### config.mk
export PLATFORM = sky130hd
export DESIGN_NAME = spi_master
export DESIGN_NICKNAME = d
export VERILOG_FILES = /design/src/rtl/spi_master.sv
export SDC_FILE = /design/constraint.sdc
export NUM_CORES = 1
export LEC_CHECK = 0
export CAP_MARGIN = 20
export CELL_PAD_IN_SITES_DETAIL_PLACEMENT = 1
export CELL_PAD_IN_SITES_GLOBAL_PLACEMENT = 2
export CORE_MARGIN = 5
export CORE_UTILIZATION = 31
export CTS_CLUSTER_SIZE = 14
export DETAILED_ROUTE_END_ITERATION = 12
export PLACE_DENSITY_LB_ADDON = 0.08
export SYNTH_ARGS = -nofsm -noshare
export SYNTH_HDL_FRONTEND = slang
export SYNTH_SLANG_ARGS = --single-unit
### constraint.sdc
create_clock -name sysclk -period 1.75 [get_ports sysclk]
set_input_delay 0.2625 -clock sysclk [delete_from_list [all_inputs] [get_ports sysclk]]
set_output_delay 0.2625 -clock sysclk [all_outputs]
set_load 0.05 [all_outputs]
### src/rtl/spi_master.sv
// SPI mode-0 master: serialises tx_frame on mosi while deserialising miso, sclk from a divide counter.
// Optional SPI_MASTER_LSB_FIRST_EN selects LSB-first framing in both directions (default MSB-first).
`ifndef MASTER_FRAME_WIDTH
`define MASTER_FRAME_WIDTH 8
`endif

module spi_master #(
  parameter int unsigned FRAME_WIDTH = `MASTER_FRAME_WIDTH,
  parameter int unsigned CLK_DIV     = 4
) (
  input  logic                   sysclk,
  input  logic                   rst,
  input  logic                   tx_start,
  input  logic [FRAME_WIDTH-1:0] tx_frame,
  output logic                   tx_ready,
  output logic [FRAME_WIDTH-1:0] rx_frame,
  output logic                   rx_valid,
  output logic                   sclk,
  output logic                   cs,
  output logic                   mosi,
  input  logic                   miso
);

  localparam int unsigned DIV_W = (CLK_DIV > 2) ? $clog2(CLK_DIV) : 1;
  localparam int unsigned BIT_W = (FRAME_WIDTH > 2) ? $clog2(FRAME_WIDTH) : 1;
  localparam logic [DIV_W-1:0] DIV_LAST = DIV_W'(CLK_DIV - 1);
  localparam logic [BIT_W-1:0] BIT_LAST = BIT_W'(FRAME_WIDTH - 1);
`ifdef SPI_MASTER_LSB_FIRST_EN
  localparam int unsigned FIRST_IDX = 0;
`else
  localparam int unsigned FIRST_IDX = FRAME_WIDTH - 1;
`endif

  typedef enum logic [1:0] {IDLE, SETUP, XFER, HOLD} state_t;

  state_t                 state, state_nxt;
  logic [DIV_W-1:0]       div_cnt, div_nxt;
  logic [BIT_W-1:0]       bit_cnt, bit_nxt;
  logic                   last_half, last_nxt;
  logic [FRAME_WIDTH-1:0] tx_sr, tx_sr_nxt;
  logic [FRAME_WIDTH-1:0] rx_sr, rx_sr_nxt;
  logic [FRAME_WIDTH-1:0] rx_frame_nxt;
  logic                   rx_valid_nxt, tx_ready_nxt, sclk_nxt, cs_nxt, mosi_nxt;
  logic                   div_end;

  // Advance the TX register so the next bit to send sits at FIRST_IDX.
  function automatic logic [FRAME_WIDTH-1:0] shift_out(input logic [FRAME_WIDTH-1:0] sr);
`ifdef SPI_MASTER_LSB_FIRST_EN
    return {1'b0, sr[FRAME_WIDTH-1:1]};
`else
    return {sr[FRAME_WIDTH-2:0], 1'b0};
`endif
  endfunction

  function automatic logic [FRAME_WIDTH-1:0] shift_in(input logic [FRAME_WIDTH-1:0] sr,
                                                       input logic b);
`ifdef SPI_MASTER_LSB_FIRST_EN
    return {b, sr[FRAME_WIDTH-1:1]};
`else
    return {sr[FRAME_WIDTH-2:0], b};
`endif
  endfunction

  always_comb begin
    state_nxt    = state;
    div_nxt      = div_cnt;
    bit_nxt      = bit_cnt;
    last_nxt     = last_half;
    tx_sr_nxt    = tx_sr;
    rx_sr_nxt    = rx_sr;
    rx_frame_nxt = rx_frame;
    rx_valid_nxt = 1'b0;
    tx_ready_nxt = tx_ready;
    sclk_nxt     = sclk;
    cs_nxt       = cs;
    mosi_nxt     = mosi;
    div_end      = (div_cnt == DIV_LAST);

    case (state)
      IDLE: begin
        if (tx_start) begin
          state_nxt    = SETUP;
          tx_sr_nxt    = tx_frame;
          rx_sr_nxt    = '0;
          mosi_nxt     = tx_frame[FIRST_IDX];
          cs_nxt       = 1'b0;
          tx_ready_nxt = 1'b0;
          div_nxt      = '0;
          bit_nxt      = '0;
          last_nxt     = 1'b0;
        end
      end

      SETUP: begin
        div_nxt = div_cnt + DIV_W'(1);
        if (div_end) begin
          div_nxt   = '0;
          sclk_nxt  = 1'b1;
          rx_sr_nxt = shift_in(rx_sr, miso);
          state_nxt = XFER;
        end
      end

      // High half ends in a falling edge; low half ends in a rising edge or,
      // once the last bit has fallen, in the move to HOLD.
      XFER: begin
        div_nxt = div_cnt + DIV_W'(1);
        if (div_end) begin
          div_nxt = '0;
          if (sclk) begin
            sclk_nxt = 1'b0;
            if (bit_cnt != BIT_LAST) begin
              tx_sr_nxt = shift_out(tx_sr);
              mosi_nxt  = tx_sr_nxt[FIRST_IDX];
              bit_nxt   = bit_cnt + BIT_W'(1);
            end else begin
              last_nxt = 1'b1;
            end
          end else if (last_half) begin
            state_nxt = HOLD;
          end else begin
            sclk_nxt  = 1'b1;
            rx_sr_nxt = shift_in(rx_sr, miso);
          end
        end
      end

      HOLD: begin
        div_nxt = div_cnt + DIV_W'(1);
        if (div_end) begin
          div_nxt      = '0;
          state_nxt    = IDLE;
          cs_nxt       = 1'b1;
          mosi_nxt     = 1'b0;
          rx_frame_nxt = rx_sr;
          rx_valid_nxt = 1'b1;
          tx_ready_nxt = 1'b1;
          last_nxt     = 1'b0;
        end
      end

      default: state_nxt = IDLE;
    endcase
  end

  always_ff @(posedge sysclk or posedge rst) begin
    if (rst) begin
      state     <= IDLE;
      div_cnt   <= '0;
      bit_cnt   <= '0;
      last_half <= 1'b0;
      tx_sr     <= '0;
      rx_sr     <= '0;
      rx_frame  <= '0;
      rx_valid  <= 1'b0;
      tx_ready  <= 1'b1;
      sclk      <= 1'b0;
      cs        <= 1'b1;
      mosi      <= 1'b0;
    end else begin
      state     <= state_nxt;
      div_cnt   <= div_nxt;
      bit_cnt   <= bit_nxt;
      last_half <= last_nxt;
      tx_sr     <= tx_sr_nxt;
      rx_sr     <= rx_sr_nxt;
      rx_frame  <= rx_frame_nxt;
      rx_valid  <= rx_valid_nxt;
      tx_ready  <= tx_ready_nxt;
      sclk      <= sclk_nxt;
      cs        <= cs_nxt;
      mosi      <= mosi_nxt;
    end
  end

endmodule

Yosys cells after proc, flatten, opt, wreduce, memory -nomap -nowiden
Index checks and enable logic that the tools add are counted.

word-level totals
  flip-flop bits (word level) = 35

cells by class
  add/subtract/negate cells = 2
  eq/ne operators = 15
  multiplexer cells = 45
  reductions and logical operators = 15

operators with widths
  cell                                                                   count
  8-bit two-way mux                                                      5
  7-bit two-way mux                                                      4
  8-bit one-hot mux with 3 select lines                                  1
  6-bit AND reduction                                                    4
  2-bit inequality test, second input constant                           10
  2-bit two-way mux                                                      8
  1-bit two-way mux                                                      15
  7-bit one-hot mux with 2 select lines                                  1
  3-bit two-way mux                                                      4
  2-bit one-hot mux with 4 select lines                                  1
  2-bit equality test, second input constant                             3
  1-bit one-hot mux with 3 select lines                                  2
  3-bit one-hot mux with 2 select lines                                  1
  3-bit AND reduction                                                    2
  2-bit nonzero test                                                     3
  3-bit nonzero test                                                     2
  5-bit AND reduction                                                    1
  1-bit one-hot mux with 2 select lines                                  2
  2-bit one-hot mux with 2 select lines                                  1
  3-bit by 1-bit adder with 3-bit output, second input constant          1
  3-bit inequality test, second input constant                           1
  3-bit OR reduction                                                     1
  2-bit by 1-bit adder with 2-bit output, second input constant          1
  2-bit by 1-bit equality test with 1-bit output, second input constant  1
  2 further kinds                                                        2

Longest topological paths before layout
Gate-level depths: netlist (run 1).

  depth in word-level cells = 5
  depth in mapped cells = 9
  depth with buffers taken out = 6

Least setup slack after synthesis (run 1)
No wires, ideal clock.

  path type = flip-flop to flip-flop
  from = reg state[0]
  to = reg rx_sr[0]
  required time = 1633 ps
  data arrival time = 1761 ps
  period minus slack after synthesis = 1878 ps
  cell stages (with the launch flop) = 10
  setup slack = -128 ps
  cells stage by stage = dfrtp_1 inv_1 ha_1 buf_2 o21a_1 or4_4 buf_6 buf_6 nand2_1 o21ai_2

on the way
  word-level cells in the longest chain between the ends = 3
  elaborated cells on any way between the ends = 11
  those cells by class = eq/ne (7); mux (1); reduce/logical (3)

RTL lines
  item                                                                          RTL line  source
  start, declared                                                               36        state_t state, state_nxt;
  start signal, assigned                                                        161       state <= state_nxt;
  2-bit by 1-bit equality test with 1-bit output (tied with other cells)        79        case (state)
  2-bit inequality test (no line) / 3-bit nonzero test (equally long branches)  -
  6-bit AND reduction (no line)                                                 -
  end signal, assigned                                                          166       rx_sr <= rx_sr_nxt;
  end, declared                                                                 41        logic [FRAME_WIDTH-1:0] rx_sr, rx_sr_nxt;

Several ways; a longest one is shown, not always the timed one.
A chain may end at the register's enable or synchronous reset.

Final worst setup path (run 1)
  from = reg state[1]
  to = reg rx_sr[3]

The elaborated chain is that of the path after synthesis.

==> reports/qor.txt, run 1 <==
Max Cap Violations: 0
Vias in the first global route: 1426
Asr flop ratio synth: 100%
Initial DRC count: 22
Fillers: 586
GP Congestion: 0.745
# DRC: 0
Critical path class: flip-flop to flip-flop
Status: finished, violations left
Cell breakdown of the critical path: inv_4 -> ha_4 -> o21ba_4 -> or4_4 -> nand2_1 -> o21ai_1
Pwr Density: 2070 mW/mm²
Share of cells above drive strength 1: 43.3%
Synth Cell Area: 0.00166 mm²
Pre-CTS setup slack: -0.113 ns
Cells after Synth: 154
Final setup violation count: 5
Die area: 0.00692 mm²
P_leak: 1.08 nW
# placed instances: 251
Worst-path maximum fanout: 8
Antenna violations before repair: 0
Yosys top cell area share: 51.2%
Nets: 223
H-tree depth: 2
CP Launch Point: state[1]$_DFFE_PP0P_
CP max stage cell: or4_4
Critical path data required time: 1.92 ns
CP max stage delay: 0.60 ns
Top Ports: 25
Die Y-Extent: 83.2 µm
Antenna Violating Nets Remaining: 0
Type of origin of the critical path: flip-flop
Critical Path AT: 1.93 ns
CTS tree: built
Initial core utilization: 32.3%
Clk_skew: 0.00386 ns
Core footprint: 0.00514 mm²
Port bufs: 24
Reg-to-Reg Start: state[1]$_DFFE_PP0P_
Largest net degree at the start of global routing: 21
Failing checks: setup timing
Skew-Pair Late Insertion Delay: 0.28 ns
Post-synth top area cell: dfrtp_1
Post-DP HPWL: 2.75 mm
Global-route usage over all layers: 12.5%
Multi-input gate area: 856 µm²
Area Growth Syn to Fin: 44.7%
Final WS setup: -0.0117 ns
Total area of sequential cells: 880 µm²
Slew @ Worst Pin: 0.412 ns
Final worst path period need: 1.76 ns
Crit. End Element: flip-flop
Synth area leaders: dfrtp_1 51%, ha_1 6.8%, mux2_2 6.1%, mux2i_1 4.8%, nand2_1 4.5%
Slew headroom: 72.5%
Commonest non-fill, non-tap cell in the layout: dfrtp_1
# hold bufs at CTS: 0
Number of synthesized flops with an enable pin: 0
Total Wirelength: 4.11 mm
Routed vias/inst: 4.67
Non-Filler Instances: 273
Primary FF master, synth: dfrtp_1
Avg Cell Area, Syn: 10.8 µm²
CTS Sinks: 35
Max Root-Sink Buffers: 2
Max Slew Vio Count: 0
Total gr overflow: 0
Post-synthesis sequential area ratio: 52.8%
CTS Root Cell: clkbuf_8
Final Hold Fails: 0
Most frequent cells in the layout: 32 x dfrtp_1, 31 x buf_4, 18 x nand2_1
Syn_nets: 175
Worst min path class: input pin to asynchronous set/reset pin
Yosys Warn Count: 0
TritonCTS Buffers: 5
RSZ-0062 raised after global routing: yes
Routed vias: 1275
Tcrit/Tclk final: 101%
WHS: 0.263 ns
Row count: 26
R2R cell count: 6
Max VDD drop: 0.000779 V
Achievable frequency: 568 MHz
Wirelength per Cell: 15.0 µm
Clock transition at the registers of the reported paths: 0.07 ns
# diodes: 0
Die X: 83.2 µm
Drt pass-1 iters: 4
First-pass GRT wire length: 6.95 mm
Number of synthesized register bits: 35
Synth unique cells: 33
through the flow:
stage	total power, mW	cell area (µm²)	utilization (%)	setup TNS (ns)
floorplan	3.12	1730	-	-0.481
global route	5.38	2400	46.7	-1.06
CTS	4.64	2250	43.9	-0.112
global placement	3.66	2080	40.5	-0.659
finish	4.98	2400	46.7	-0.0454
detailed placement	3.75	2080	40.5	-1.01
cells in the mapped netlist, types with 2 or more instances:
cell type	n
buf_1	2
dfrtp_1	34
o21ai_2	2
buf_2	3
ha_1	9
a21oi_1	9
nor2_1	7
mux2i_1	8
nor3_1	3
inv_1	11
mux2_2	9
nand3_1	4
o21ai_1	6
buf_6	2
a22oi_1	2
o21ai_0	7
nand2_1	20
report_power, final:
group	total, mW	internal, mW	switching (mW)
sequential	1.39	1.14	0.256
clock	0.650	0.359	0.290
combinational	2.94	1.33	1.61
worst max-delay path: cells and delay by family, from the launching register on:
| kind | cells | cell delay [ns] |
|---|---|---|
| adder cells (fa/ha/maj) | 1 | 0.16 |
| flip-flops | 1 | 0.44 |
| AO/OA/AOI/OAI | 2 | 0.27 |
| AND/OR/NAND/NOR | 2 | 0.69 |
| buffers and inverters | 1 | 0.07 |
layout make-up:
cell class	count	share of cell area (%)
Clock buffer	8	4.17
Inverter	11	1.93
Multi-Input combinational cell	100	35.6
Sequential cell	35	36.6
Tap cell	70	3.65
Timing Repair Buffer	49	18.0
routing by layer:
layer,share of wire [%],track usage (%),up-vias
met5,0,0,-
met4,1.1,4.31,0
met3,3.5,3.47,4
met2,49,20.4,20
met1,46,15.8,630
li1,-,-,621
state kept, by name, summed over array words and instances, names as in the netlist:
name and count:
mosi 1, state 2, rx_frame 8, rx_valid 1, sclk 1, last_half 1
bit_cnt 3, div_cnt 2, rx_sr 8, cs 1, tx_sr 7
cells by family after synthesis:
kind of cell / synth area share, %
AOI/OAI and AO/OA: 12.7
adders and majority gates: 6.78
buffers and inverters: 5.88
DFF: 52.8
muxes: 10.9
and+or+nand+nor: 10.9
timing repair:
item | 4_1_cts | 5_1_grt
resized for setup | 6 | 28
setup buffers | 5 | 6
pin swaps | 7 | 3
endpoints found under the setup margin | 19 | 19
gates cloned | 1 | 2
path summary, 6_finish.rpt:
path / to / slack [ns]
max: rx_sr[3]$_DFFE_PP0P_ / -0.01
min: tx_sr[3]$_DFFE_PP0P_ / 0.26
max reg2reg: rx_sr[3]$_DFFE_PP0P_ / -0.01
min reg2reg: div_cnt[1]$_DFFE_PP0P_ / 0.49
max in group asynchronous: state[0]$_DFFE_PP0P_ / 0.97
min in group sysclk: div_cnt[1]$_DFFE_PP0P_ / 0.49
Note: power is estimated with default switching activity, not from simulation.
==> run 2: changes to the inputs <==
--- a/config.mk
+++ b/config.mk
@@ -5,10 +5,11 @@
 export SDC_FILE = /design/constraint.sdc
 export NUM_CORES = 1
 export LEC_CHECK = 0
+export ABC_CLOCK_PERIOD_IN_PS = 1750
 export CAP_MARGIN = 20
 export CELL_PAD_IN_SITES_DETAIL_PLACEMENT = 1
 export CELL_PAD_IN_SITES_GLOBAL_PLACEMENT = 2
-export CORE_MARGIN = 5
+export CORE_MARGIN = 4
 export CORE_UTILIZATION = 31
 export CTS_CLUSTER_SIZE = 14
 export DETAILED_ROUTE_END_ITERATION = 12
==> run 2 against run 1 <==
- the run still ends with setup timing left
- setup slack got worse by 0.0031 ns
- clock power fell by 12%
- critical path type unchanged
- critical endpoint is now rx_sr[5]$_DFFE_PP0P_
- combinational power rose by 4%
- critical path depth did not move
==> reports/qor.txt, run 2 (synthesis gave the netlist of run 1 again) <==
# diodes: 0
Wirelength per Cell: 15.2 µm
Placed inst area: 0.00210 mm²
Global-route usage over all layers: 14.1%
Top Registers: rx_frame (8), rx_sr (8), tx_sr (7)
Max Slew Vio Count: 0
Top Family by Delay on Critical Path: simple AND/OR/NAND/NOR gates
CTS Sinks: 35
Reg-to-Reg Start: state[1]$_DFFE_PP0P_
Routed vias: 1303
# DRC: 0
Failing checks: setup timing
Final Util: 47.3%
Crit. End Element: flip-flop
Critical path class: flip-flop to flip-flop
Pwr Density: 2060 mW/mm²
Tcrit/Tclk final: 101%
RSZ-0062 raised after global routing: yes
DR top layer: met4
Clock transition at the registers of the reported paths: 0.08 ns
Largest net degree at the start of global routing: 20
Vias in the first global route: 1458
R2R cell count: 6
Final WS setup: -0.0148 ns
Final Hold Fails: 0
Row count: 26
Worst min path class: input pin to asynchronous set/reset pin
Routed vias/inst: 4.72
Worst-path maximum fanout: 8
RR Endpoint: rx_sr[5]$_DFFE_PP0P_
Finished Cell Area: 0.00243 mm²
Multi-input gate area: 861 µm²
Drt pass-1 iters: 4
CP max stage cell: or4_4
WL met2: 2.07 mm
Clk_skew: 0.00719 ns
CTS tree: built
Nets: 226
Met1 WL: 1.97 mm
Cell breakdown of the critical path: buf_6 -> ha_4 -> o21a_4 -> or4_4 -> nand2_1 -> o21ai_1
CP max stage delay: 0.61 ns
Die X: 81.2 µm
GP Congestion: 0.750
Total gr overflow: 0
Achievable frequency: 567 MHz
Max Cap Violations: 0
Slew headroom: 72.3%
Slew @ Worst Pin: 0.415 ns
Setup TNS: -0.0493 ns
Share of cells above drive strength 1: 45.6%
Antenna Violating Nets Remaining: 0
Skew-Pair Late Insertion Delay: 0.29 ns
Antenna violations before repair: 0
First-pass GRT wire length: 7.11 mm
Fillers: 580
# hold bufs at CTS: 0
Final worst path period need: 1.76 ns
Buf/Inv on CP: 1
TritonCTS Buffers: 5
Total area of sequential cells: 880 µm²
Initial DRC count: 17
Critical Path AT: 1.93 ns
Status: finished, violations left
Die Y-Extent: 81.2 µm
Final setup violation count: 7
Max VDD drop: 0.000800 V
Critical path data required time: 1.92 ns
Initial core utilization: 32.3%
Max Root-Sink Buffers: 2
Core footprint: 0.00514 mm²
P_leak: 1.11 nW
Commonest non-fill, non-tap cell in the layout: dfrtp_1
H-tree depth: 2
DR WL met3: 101 µm
Post-DP HPWL: 2.75 mm
Most frequent cells in the layout: 32 x dfrtp_1, 31 x buf_4, 16 x nand2_1
CTS Root Cell: clkbuf_8
Total Wirelength: 4.19 mm
Type of origin of the critical path: flip-flop
Top Ports: 25
Port bufs: 24
Worst reg2reg setup slack: -0.01 ns
Area Growth Syn to Fin: 46.4%
Die area: 0.00659 mm²
==> run 2: power breakdown <==
part	internal (mW)	leakage (nW)	total (mW)	switching, mW
sequential	1.14	0.446	1.38	0.242
combinational	1.41	0.615	3.06	1.65
clock	0.272	0.0477	0.570	0.298
==> run 2: worst max path at each step <==
stage                               from                     end  slack, ns  cells past startpoint
finish              state[1]$_DFFE_PP0P_    rx_sr[5]$_DFFE_PP0P_      -0.01                      6
global route        state[1]$_DFFE_PP0P_    tx_sr[2]$_DFFE_PP0P_      -0.09                      9
CTS                 state[1]$_DFFE_PP0P_  bit_cnt[2]$_DFFE_PP0P_      -0.02                      8
detailed placement              tx_start    rx_sr[5]$_DFFE_PP0P_      -0.09                      5
global placement                tx_start    rx_sr[7]$_DFFE_PP0P_      -0.05                      5
floorplan           state[1]$_DFFE_PP0P_    rx_sr[2]$_DFFE_PP0P_      -0.06                      8
==> run 2: per-layer routing <==
layer	vias up	global-route usage, %
li1	630	-
met1	650	19.2
met2	18	22.0
met3	5	2.99
met4	0	5.07
met5	-	0
==> run 2: cell type report <==
class / instances / area share [%]
Clock inverter: 3 / 0.618
Sequential cell: 35 / 36.2
Timing Repair Buffer: 52 / 19.5
Multi-Input combinational cell: 100 / 35.4
Clock buffer: 5 / 2.83
Inverter: 11 / 1.90
Tap cell: 70 / 3.60
==> run 2: what timing repair did <==
item,in CTS,in global routing
gates resized for setup,8,33
pin swaps,1,7
hold endpoints to repair,0,0
cloned,3,0
buffers inserted,2,9
setup endpoints to repair,19,20
==> run 2: metrics by stage <==
stage / std cells / hold slack (ns) / worst slack (ns) / power (mW)
after floorplan: 154 / 0.370 / -0.0615 / 3.12
after global placement: 254 / 0.464 / -0.0529 / 3.69
after detailed placement: 254 / 0.481 / -0.0950 / 3.79
after CTS: 267 / 0.265 / -0.0156 / 4.58
after global routing: 276 / 0.308 / -0.0913 / 5.37
final: 276 / 0.259 / -0.0148 / 5.00
==> run 3: changes to the inputs <==
--- a/config.mk
+++ b/config.mk
@@ -5,7 +5,6 @@
 export SDC_FILE = /design/constraint.sdc
 export NUM_CORES = 1
 export LEC_CHECK = 0
-export ABC_CLOCK_PERIOD_IN_PS = 1750
 export CAP_MARGIN = 20
 export CELL_PAD_IN_SITES_DETAIL_PLACEMENT = 1
 export CELL_PAD_IN_SITES_GLOBAL_PLACEMENT = 2
==> results of run 3 <==
The final DEF is identical to that of run 2; final timing and power are the same.
